==> src/rtl/irig_b_encoder_if.sv <==
// Signal bundle between an IRIG-B time source and the DCLS encoder:
// time fields and control in, serial code and framing status out.
interface irig_b_encoder_if;
    logic       enable;
    logic       time_load;
    logic [3:0] second_units;
    logic [2:0] second_tens;
    logic [3:0] minute_units;
    logic [2:0] minute_tens;
    logic [3:0] hour_units;
    logic [1:0] hour_tens;
    logic [3:0] day_units;
    logic [3:0] day_tens;
    logic [1:0] day_hunds;
    logic [3:0] year_units;
    logic [3:0] year_tens;
    logic       bcode_out;
    logic       frame_start;
    logic       busy;

    modport master (
        output enable, time_load,
        output second_units, second_tens, minute_units, minute_tens,
        output hour_units, hour_tens, day_units, day_tens, day_hunds,
        output year_units, year_tens,
        input  bcode_out, frame_start, busy
    );

    modport slave (
        input  enable, time_load,
        input  second_units, second_tens, minute_units, minute_tens,
        input  hour_units, hour_tens, day_units, day_tens, day_hunds,
        input  year_units, year_tens,
        output bcode_out, frame_start, busy
    );
endinterface

==> src/rtl/irig_b_encoder.sv <==
// IRIG-B000 DCLS encoder: one 100-bit BCD time-of-year frame per second,
// symbol timing from a millisecond prescaler, all outputs registered.
module irig_b_encoder #(
    parameter int CLKS_PER_MS = 50000
) (
    input logic             clk,
    input logic             rst,
    irig_b_encoder_if.slave bus
);

    localparam int MS_W = (CLKS_PER_MS > 1) ? $clog2(CLKS_PER_MS) : 1;
    localparam logic [MS_W-1:0] MS_LAST = MS_W'(CLKS_PER_MS - 1);

    typedef enum logic [0:0] {
        IDLE = 1'b0,
        RUN  = 1'b1
    } state_t;

    typedef struct packed {
        logic [3:0] su;
        logic [2:0] st;
        logic [3:0] mu;
        logic [2:0] mt;
        logic [3:0] hu;
        logic [1:0] ht;
        logic [3:0] du;
        logic [3:0] dt;
        logic [1:0] dh;
        logic [3:0] yu;
        logic [3:0] yt;
    } time_fields_t;

    function automatic logic [99:0] marker_mask();
        logic [99:0] m;
        m = 100'd0;
        for (int i = 0; i < 100; i++) begin
            m[i] = (i == 0) || ((i % 10) == 9);
        end
        return m;
    endfunction

    localparam logic [99:0] MARKERS = marker_mask();

    // Data bits only; marker positions and unused slots stay 0 here.
    function automatic logic [99:0] build_frame(input time_fields_t t);
        logic [99:0] f;
        f        = 100'd0;
        f[4:1]   = t.su;
        f[8:6]   = t.st;
        f[13:10] = t.mu;
        f[17:15] = t.mt;
        f[23:20] = t.hu;
        f[26:25] = t.ht;
        f[33:30] = t.du;
        f[38:35] = t.dt;
        f[41:40] = t.dh;
        f[53:50] = t.yu;
        f[58:55] = t.yt;
        return f;
    endfunction

    function automatic logic [3:0] high_ms(input logic marker, input logic data);
        logic [3:0] h;
        if (marker) begin
            h = 4'd8;
        end else if (data) begin
            h = 4'd5;
        end else begin
            h = 4'd2;
        end
        return h;
    endfunction

    state_t         state_r;
    logic [MS_W-1:0] ms_cnt_r;
    logic [3:0]     sub_ms_r;
    logic [6:0]     bit_idx_r;
    time_fields_t   shadow_r;
    logic [99:0]    frame_r;
    logic           bcode_r;
    logic           frame_start_r;
    logic           busy_r;

    time_fields_t    fields_in_s;
    logic [MS_W-1:0] ms_nxt_s;
    logic [3:0]      sub_nxt_s;
    logic [6:0]      bit_nxt_s;
    logic            frame_end_s;
    logic            sym_high_s;

    // Gather the live time inputs into one record.
    always_comb begin
        fields_in_s    = '{default: 1'b0};
        fields_in_s.su = bus.second_units;
        fields_in_s.st = bus.second_tens;
        fields_in_s.mu = bus.minute_units;
        fields_in_s.mt = bus.minute_tens;
        fields_in_s.hu = bus.hour_units;
        fields_in_s.ht = bus.hour_tens;
        fields_in_s.du = bus.day_units;
        fields_in_s.dt = bus.day_tens;
        fields_in_s.dh = bus.day_hunds;
        fields_in_s.yu = bus.year_units;
        fields_in_s.yt = bus.year_tens;
    end

    // Next position in the ms / sub-ms / bit chain and the symbol level there.
    always_comb begin
        ms_nxt_s  = ms_cnt_r;
        sub_nxt_s = sub_ms_r;
        bit_nxt_s = bit_idx_r;
        if (ms_cnt_r == MS_LAST) begin
            ms_nxt_s = {MS_W{1'b0}};
            if (sub_ms_r == 4'd9) begin
                sub_nxt_s = 4'd0;
                if (bit_idx_r == 7'd99) begin
                    bit_nxt_s = 7'd0;
                end else begin
                    bit_nxt_s = bit_idx_r + 7'd1;
                end
            end else begin
                sub_nxt_s = sub_ms_r + 4'd1;
            end
        end else begin
            ms_nxt_s = ms_cnt_r + MS_W'(1);
        end
        frame_end_s = (ms_cnt_r == MS_LAST) && (sub_ms_r == 4'd9) && (bit_idx_r == 7'd99);
        sym_high_s  = sub_nxt_s < high_ms(MARKERS[bit_nxt_s], frame_r[bit_nxt_s]);
    end

    // Shadow capture and per-frame snapshot. The snapshot is taken while
    // frame_start is high; Pr carries no data, so a strobe in that same
    // cycle still reaches this frame.
    always_ff @(posedge clk) begin
        if (rst) begin
            shadow_r <= '{default: 1'b0};
            frame_r  <= 100'd0;
        end else begin
            if (bus.time_load) begin
                shadow_r <= fields_in_s;
            end
            if (frame_start_r) begin
                frame_r <= build_frame(bus.time_load ? fields_in_s : shadow_r);
            end
        end
    end

    // Transmit state machine with registered, mutually aligned outputs.
    always_ff @(posedge clk) begin
        if (rst) begin
            state_r       <= IDLE;
            ms_cnt_r      <= {MS_W{1'b0}};
            sub_ms_r      <= 4'd0;
            bit_idx_r     <= 7'd0;
            bcode_r       <= 1'b0;
            frame_start_r <= 1'b0;
            busy_r        <= 1'b0;
        end else begin
            case (state_r)
                IDLE: begin
                    ms_cnt_r  <= {MS_W{1'b0}};
                    sub_ms_r  <= 4'd0;
                    bit_idx_r <= 7'd0;
                    if (bus.enable) begin
                        state_r       <= RUN;
                        bcode_r       <= 1'b1;
                        frame_start_r <= 1'b1;
                        busy_r        <= 1'b1;
                    end else begin
                        bcode_r       <= 1'b0;
                        frame_start_r <= 1'b0;
                        busy_r        <= 1'b0;
                    end
                end
                RUN: begin
                    ms_cnt_r  <= ms_nxt_s;
                    sub_ms_r  <= sub_nxt_s;
                    bit_idx_r <= bit_nxt_s;
                    if (frame_end_s && !bus.enable) begin
                        state_r       <= IDLE;
                        bcode_r       <= 1'b0;
                        frame_start_r <= 1'b0;
                        busy_r        <= 1'b0;
                    end else begin
                        bcode_r       <= sym_high_s;
                        frame_start_r <= frame_end_s;
                        busy_r        <= 1'b1;
                    end
                end
                default: begin
                    state_r       <= IDLE;
                    ms_cnt_r      <= {MS_W{1'b0}};
                    sub_ms_r      <= 4'd0;
                    bit_idx_r     <= 7'd0;
                    bcode_r       <= 1'b0;
                    frame_start_r <= 1'b0;
                    busy_r        <= 1'b0;
                end
            endcase
        end
    end

    assign bus.bcode_out   = bcode_r;
    assign bus.frame_start = frame_start_r;
    assign bus.busy        = busy_r;

endmodule

==> src/flat_wrapper.sv <==
// flat-port wrapper written by rule: the top's interface ports become plain ports
module irig_b_encoder_flat 
#(
    parameter int CLKS_PER_MS = 50000
)
  (clk, rst, bus_enable, bus_time_load, bus_second_units, bus_second_tens, bus_minute_units, bus_minute_tens, bus_hour_units, bus_hour_tens, bus_day_units, bus_day_tens, bus_day_hunds, bus_year_units, bus_year_tens, bus_bcode_out, bus_frame_start, bus_busy);
  irig_b_encoder_if bus_i ();
  input logic clk;
  input logic rst;
  input wire logic [$bits(bus_i.enable)-1:0] bus_enable;
  input wire logic [$bits(bus_i.time_load)-1:0] bus_time_load;
  input wire logic [$bits(bus_i.second_units)-1:0] bus_second_units;
  input wire logic [$bits(bus_i.second_tens)-1:0] bus_second_tens;
  input wire logic [$bits(bus_i.minute_units)-1:0] bus_minute_units;
  input wire logic [$bits(bus_i.minute_tens)-1:0] bus_minute_tens;
  input wire logic [$bits(bus_i.hour_units)-1:0] bus_hour_units;
  input wire logic [$bits(bus_i.hour_tens)-1:0] bus_hour_tens;
  input wire logic [$bits(bus_i.day_units)-1:0] bus_day_units;
  input wire logic [$bits(bus_i.day_tens)-1:0] bus_day_tens;
  input wire logic [$bits(bus_i.day_hunds)-1:0] bus_day_hunds;
  input wire logic [$bits(bus_i.year_units)-1:0] bus_year_units;
  input wire logic [$bits(bus_i.year_tens)-1:0] bus_year_tens;
  output wire logic [$bits(bus_i.bcode_out)-1:0] bus_bcode_out;
  output wire logic [$bits(bus_i.frame_start)-1:0] bus_frame_start;
  output wire logic [$bits(bus_i.busy)-1:0] bus_busy;
  assign bus_i.enable = bus_enable;
  assign bus_i.time_load = bus_time_load;
  assign bus_i.second_units = bus_second_units;
  assign bus_i.second_tens = bus_second_tens;
  assign bus_i.minute_units = bus_minute_units;
  assign bus_i.minute_tens = bus_minute_tens;
  assign bus_i.hour_units = bus_hour_units;
  assign bus_i.hour_tens = bus_hour_tens;
  assign bus_i.day_units = bus_day_units;
  assign bus_i.day_tens = bus_day_tens;
  assign bus_i.day_hunds = bus_day_hunds;
  assign bus_i.year_units = bus_year_units;
  assign bus_i.year_tens = bus_year_tens;
  assign bus_bcode_out = bus_i.bcode_out;
  assign bus_frame_start = bus_i.frame_start;
  assign bus_busy = bus_i.busy;
  irig_b_encoder #(.CLKS_PER_MS(CLKS_PER_MS)) u_core (.clk(clk), .rst(rst), .bus(bus_i));
endmodule
==> config.mk <==
export PLATFORM = sky130hd
export DESIGN_NAME = irig_b_encoder_flat
export DESIGN_NICKNAME = d
export VERILOG_FILES = /design/src/rtl/irig_b_encoder_if.sv /design/src/rtl/irig_b_encoder.sv /design/src/flat_wrapper.sv
export SDC_FILE = /design/constraint.sdc
export NUM_CORES = 1
export LEC_CHECK = 0
export ABC_AREA = 1
export BUFFER_PORTS_ARGS = -buffer_cell sky130_fd_sc_hd__buf_2
export CAP_MARGIN = 20
export CORE_ASPECT_RATIO = 1.2
export CORE_UTILIZATION = 60
export CTS_BUF_LIST = sky130_fd_sc_hd__clkbuf_16
export DETAILED_ROUTE_END_ITERATION = 16
export GPL_TIMING_DRIVEN = 0
export PLACE_DENSITY = 0.83
export SYNTH_ARGS = -nofsm -noshare
export SYNTH_HDL_FRONTEND = slang
export SYNTH_SLANG_ARGS = --single-unit
==> constraint.sdc <==
create_clock -name clk -period 3.45 [get_ports clk]
set_clock_uncertainty 0.1 [all_clocks]
set_input_delay 0.69 -clock clk [delete_from_list [all_inputs] [get_ports clk]]
set_output_delay 0.69 -clock clk [all_outputs]
set_load 0.005 [all_outputs]
==> impl_metrics.tcl <==
set metrics [dict create \
    crit_required_ns 3.59 \
    syn-instance-count 708 \
    die_w_um 86.7 \
    p_sw_mw 0.615 \
    irDropWorstVdd_mv 0.327 \
    insertedDiodeCount 0 \
    place_ws_ns 0.363 \
    slew_violations 0 \
    p_seq_share_pct 51.4 \
    nNetsFinal 808 \
    dp.cells 864 \
    path_cells "ha_2, inv_1, nor2_1, nand3_1, nand2_1, nand2_1, nand2_1, nand2_2, nand2_2, buf_6, nor2_2, inv_2, o21ai_0, o221ai_1, o211ai_1, o21ai_1, nand2_1, ha_1, nand2_1, nand2_1, nand2_1, nand2_1, nand2_1" \
    finalWirelength_um 11800 \
    clock-root-buffer "clkbuf_16" \
    power_leakage_nw 2.75 \
    overflow 0 \
    power_density_nw_per_um2 436 \
    crit_family "simple AND/OR/NAND/NOR gates" \
    setup_viol_count_final 0 \
    grt_max_degree 19 \
    worst-path-buf-inv 3 \
    ant_nets 0 \
    clk_pin_slew_ns 0.07 \
    max_slew.worst_pin.slew_ns 0.846 \
    critPathCaptureType "flop" \
    synth_seq_area_share_pct 41.1 \
    synth_nets 755 \
    drive_above_1_share_pct 12.9 \
    die-area_um2 8990 \
    cp_data_arrival_time_ns 3.30 \
    area_growth_pct 13.0 \
    synth_warnings 0 \
    cp_slowest_cell "dfxtp_1" \
    grt_pass1_wl_um 19700 \
    p_int_mw 1.93 \
    nFillCells 668 \
    fin_crit_ns 3.16 \
    synth_seq_cells 106 \
    gp_congestion 0.952 \
    clk_path_buf_depth 2 \
    hp-class "reg2reg" \
    antenna_found_initial 0 \
    ios 45 \
    cts_tree "built" \
    status "finished clean" \
    fmax_mhz 317 \
    dp_hpwl_um 8470 \
    setup_ws_ns 0.294 \
    drc 0 \
    utilization_pct 70.9 \
    crit_path_start_kind "flop" \
    critical_path_class "reg2reg" \
    dr.pass1.iters 5 \
    instances_no_fill 880 \
    io_buffers 42 \
    dpl_cell_area_um2 5520 \
    slew_headroom_pct 43.6 \
    path_max_fanout 10 \
    fin_area_um2 5840 \
    post_drt_wl_per_cell_um 13.4 \
    drt_iter0_drc 304 \
    syn_area_per_cell_um2 7.30 \
    ys_types 40 \
    hold_violations 0 \
    numCtsBuffers 9 \
    clock_sinks 106 \
    vias 4654 \
    swShare_pct 24.2 \
    start_util_pct 62.7 \
    synthesis.area_um2 5170 \
    min_period_over_period_pct 91.5 \
    routed_via_density 5.29 \
    clock_latency_ns 0.35 \
    cp_slowest_stage_delay_ns 0.42 \
    p_clk_share_pct 40.7 \
    groute.usage.overall_pct 27.7 \
    num_rows 36 \
    cts-htree-levels 3 \
    grt_pass1_vias 4445 \
    coreArea_um2 8240 \
    cap_violations 0 \
    die_h_um 104 \
    combPwrFrac_pct 7.9 \
    crit_top_cell "nand2_1" \
]
worst reg2reg max path, stage by stage (launching register included):
cell and delay, ns:
dfxtp_1 0.42, ha_2 0.26, inv_1 0.06, nor2_1 0.09
nand3_1 0.17, nand2_1 0.14, nand2_1 0.08, nand2_1 0.11
nand2_2 0.09, nand2_2 0.12, buf_6 0.16, nor2_2 0.06
inv_2 0.06, o21ai_0 0.10, o221ai_1 0.19, o211ai_1 0.11
o21ai_1 0.13, nand2_1 0.08, ha_1 0.27, nand2_1 0.05
nand2_1 0.05, nand2_1 0.05, nand2_1 0.05, nand2_1 0.04
power by group through the flow:
stage	logic [mW]	registers (mW)	clock network [mW]
global route	0.227	1.31	1.10
CTS	0.201	1.31	1.04
finish	0.201	1.31	1.04
global placement	0.190	1.33	0
detailed placement	0.197	1.34	0
floorplan	0.137	1.33	0
metal layers:
layer / part of all wire [%] / GRT usage, %
met5: 0 / 0
met4: 3.5 / 12.9
met3: 5.9 / 5.74
met2: 49 / 45.4
met1: 42 / 34.5
repair_timing:
item                                    CTS  global route
setup buffers                             0             0
endpoints found under the setup margin    0             1
hold buffers                              0             0
resized for setup                         0             5
cell usage after synthesis (all sizes together):
master  number  area share, %
a211oi       1           0.15
a21oi       14            1.4
buf         10            1.4
clkbuf      20            1.5
dfxtp      106             41
ha           5            1.2
inv         99            7.2
mux2i       38            7.4
nand2      183             14
nand3       41            4.3
nand3b       3           0.44
nand4        5           0.73
nor2       102            7.9
nor3         7           0.68
nor3b        3           0.44
nor4         1           0.12
o211ai      40            5.8
o21ai       13            1.3
o21bai       1           0.15
o221ai       1           0.17
o22ai        1           0.12
o31ai        1           0.15
or2          2           0.24
xnor2        1           0.17
xor2        10            1.7
path summary, 6_finish.rpt:
kind	startpoint	endpoint	cells past startpoint	slack (ns)
min	u_core.ms_cnt_r[0]	u_core.ms_cnt_r[0]	1	0.34
max	u_core.bit_idx_r[1]	u_core.bus.bcode_out	23	0.29
max reg2reg	u_core.bit_idx_r[1]	u_core.bus.bcode_out	23	0.29
min reg2reg	u_core.ms_cnt_r[0]	u_core.ms_cnt_r[0]	1	0.34
area by class of cell:
type,count,area [um^2],share of cell area [%]
tap,114,143,2.44
timing repair buffer,42,210,3.60
sequential,106,2120,36.4
inverter,99,374,6.41
clock buffer,9,225,3.86
multi-input combinational,473,2540,43.5
clock inverter,7,75.1,1.29
buffer,30,149,2.55
cells by family (layout without fill, tap and decap cells):
| group | after synthesis | after routing | synth area share (%) |
|---|---|---|---|
| DFF | 106 | 106 | 41.1 |
| xor gates and xnor gates | 11 | 11 | 1.86 |
| AOI/OAI and AO/OA | 72 | 72 | 9.30 |
| muxes | 38 | 38 | 7.36 |
| and+or+nand+nor | 347 | 347 | 29.1 |
| adders and majority gates | 5 | 5 | 1.21 |
| buffers and inverters | 129 | 187 | 10.1 |
stage by stage:
stage / total power, mW / TNS (ns) / hold slack (ns)
5_1_grt: 2.64 / -0.0137 / 0.393
6_report: 2.55 / 0 / 0.344
3_5_place_dp: 1.53 / 0 / 0.337
2_1_floorplan: 1.46 / 0 / 0.318
4_1_cts: 2.55 / 0 / 0.346
3_3_place_gp: 1.52 / 0 / 0.327
state kept, by name (all words and copies together) (netlist names):
| name | count |
|---|---|
| u_core.bit_idx_r | 7 |
| u_core.bus.bcode_out | 1 |
| u_core.bus.frame_start | 1 |
| u_core.frame_r | 38 |
| u_core.ms_cnt_r | 16 |
| u_core.shadow_r | 38 |
| u_core.state_r | 1 |
| u_core.sub_ms_r | 4 |
placed cells by master (no fill, tap or decap), types with 6 or more instances in the layout:
cell         n
inv_1       92
o21ai_0      7
inv_2        6
clkbuf_1    19
a21oi_1     13
dfxtp_1    105
o211ai_1    40
nand3_1     38
xor2_1      10
clkbuf_16    9
nand2_1    170
nor2_1      97
nor3_1       7
nand2_2      8
mux2i_1     38
buf_2       43
No activity file was read; power rests on OpenSTA's default activity.
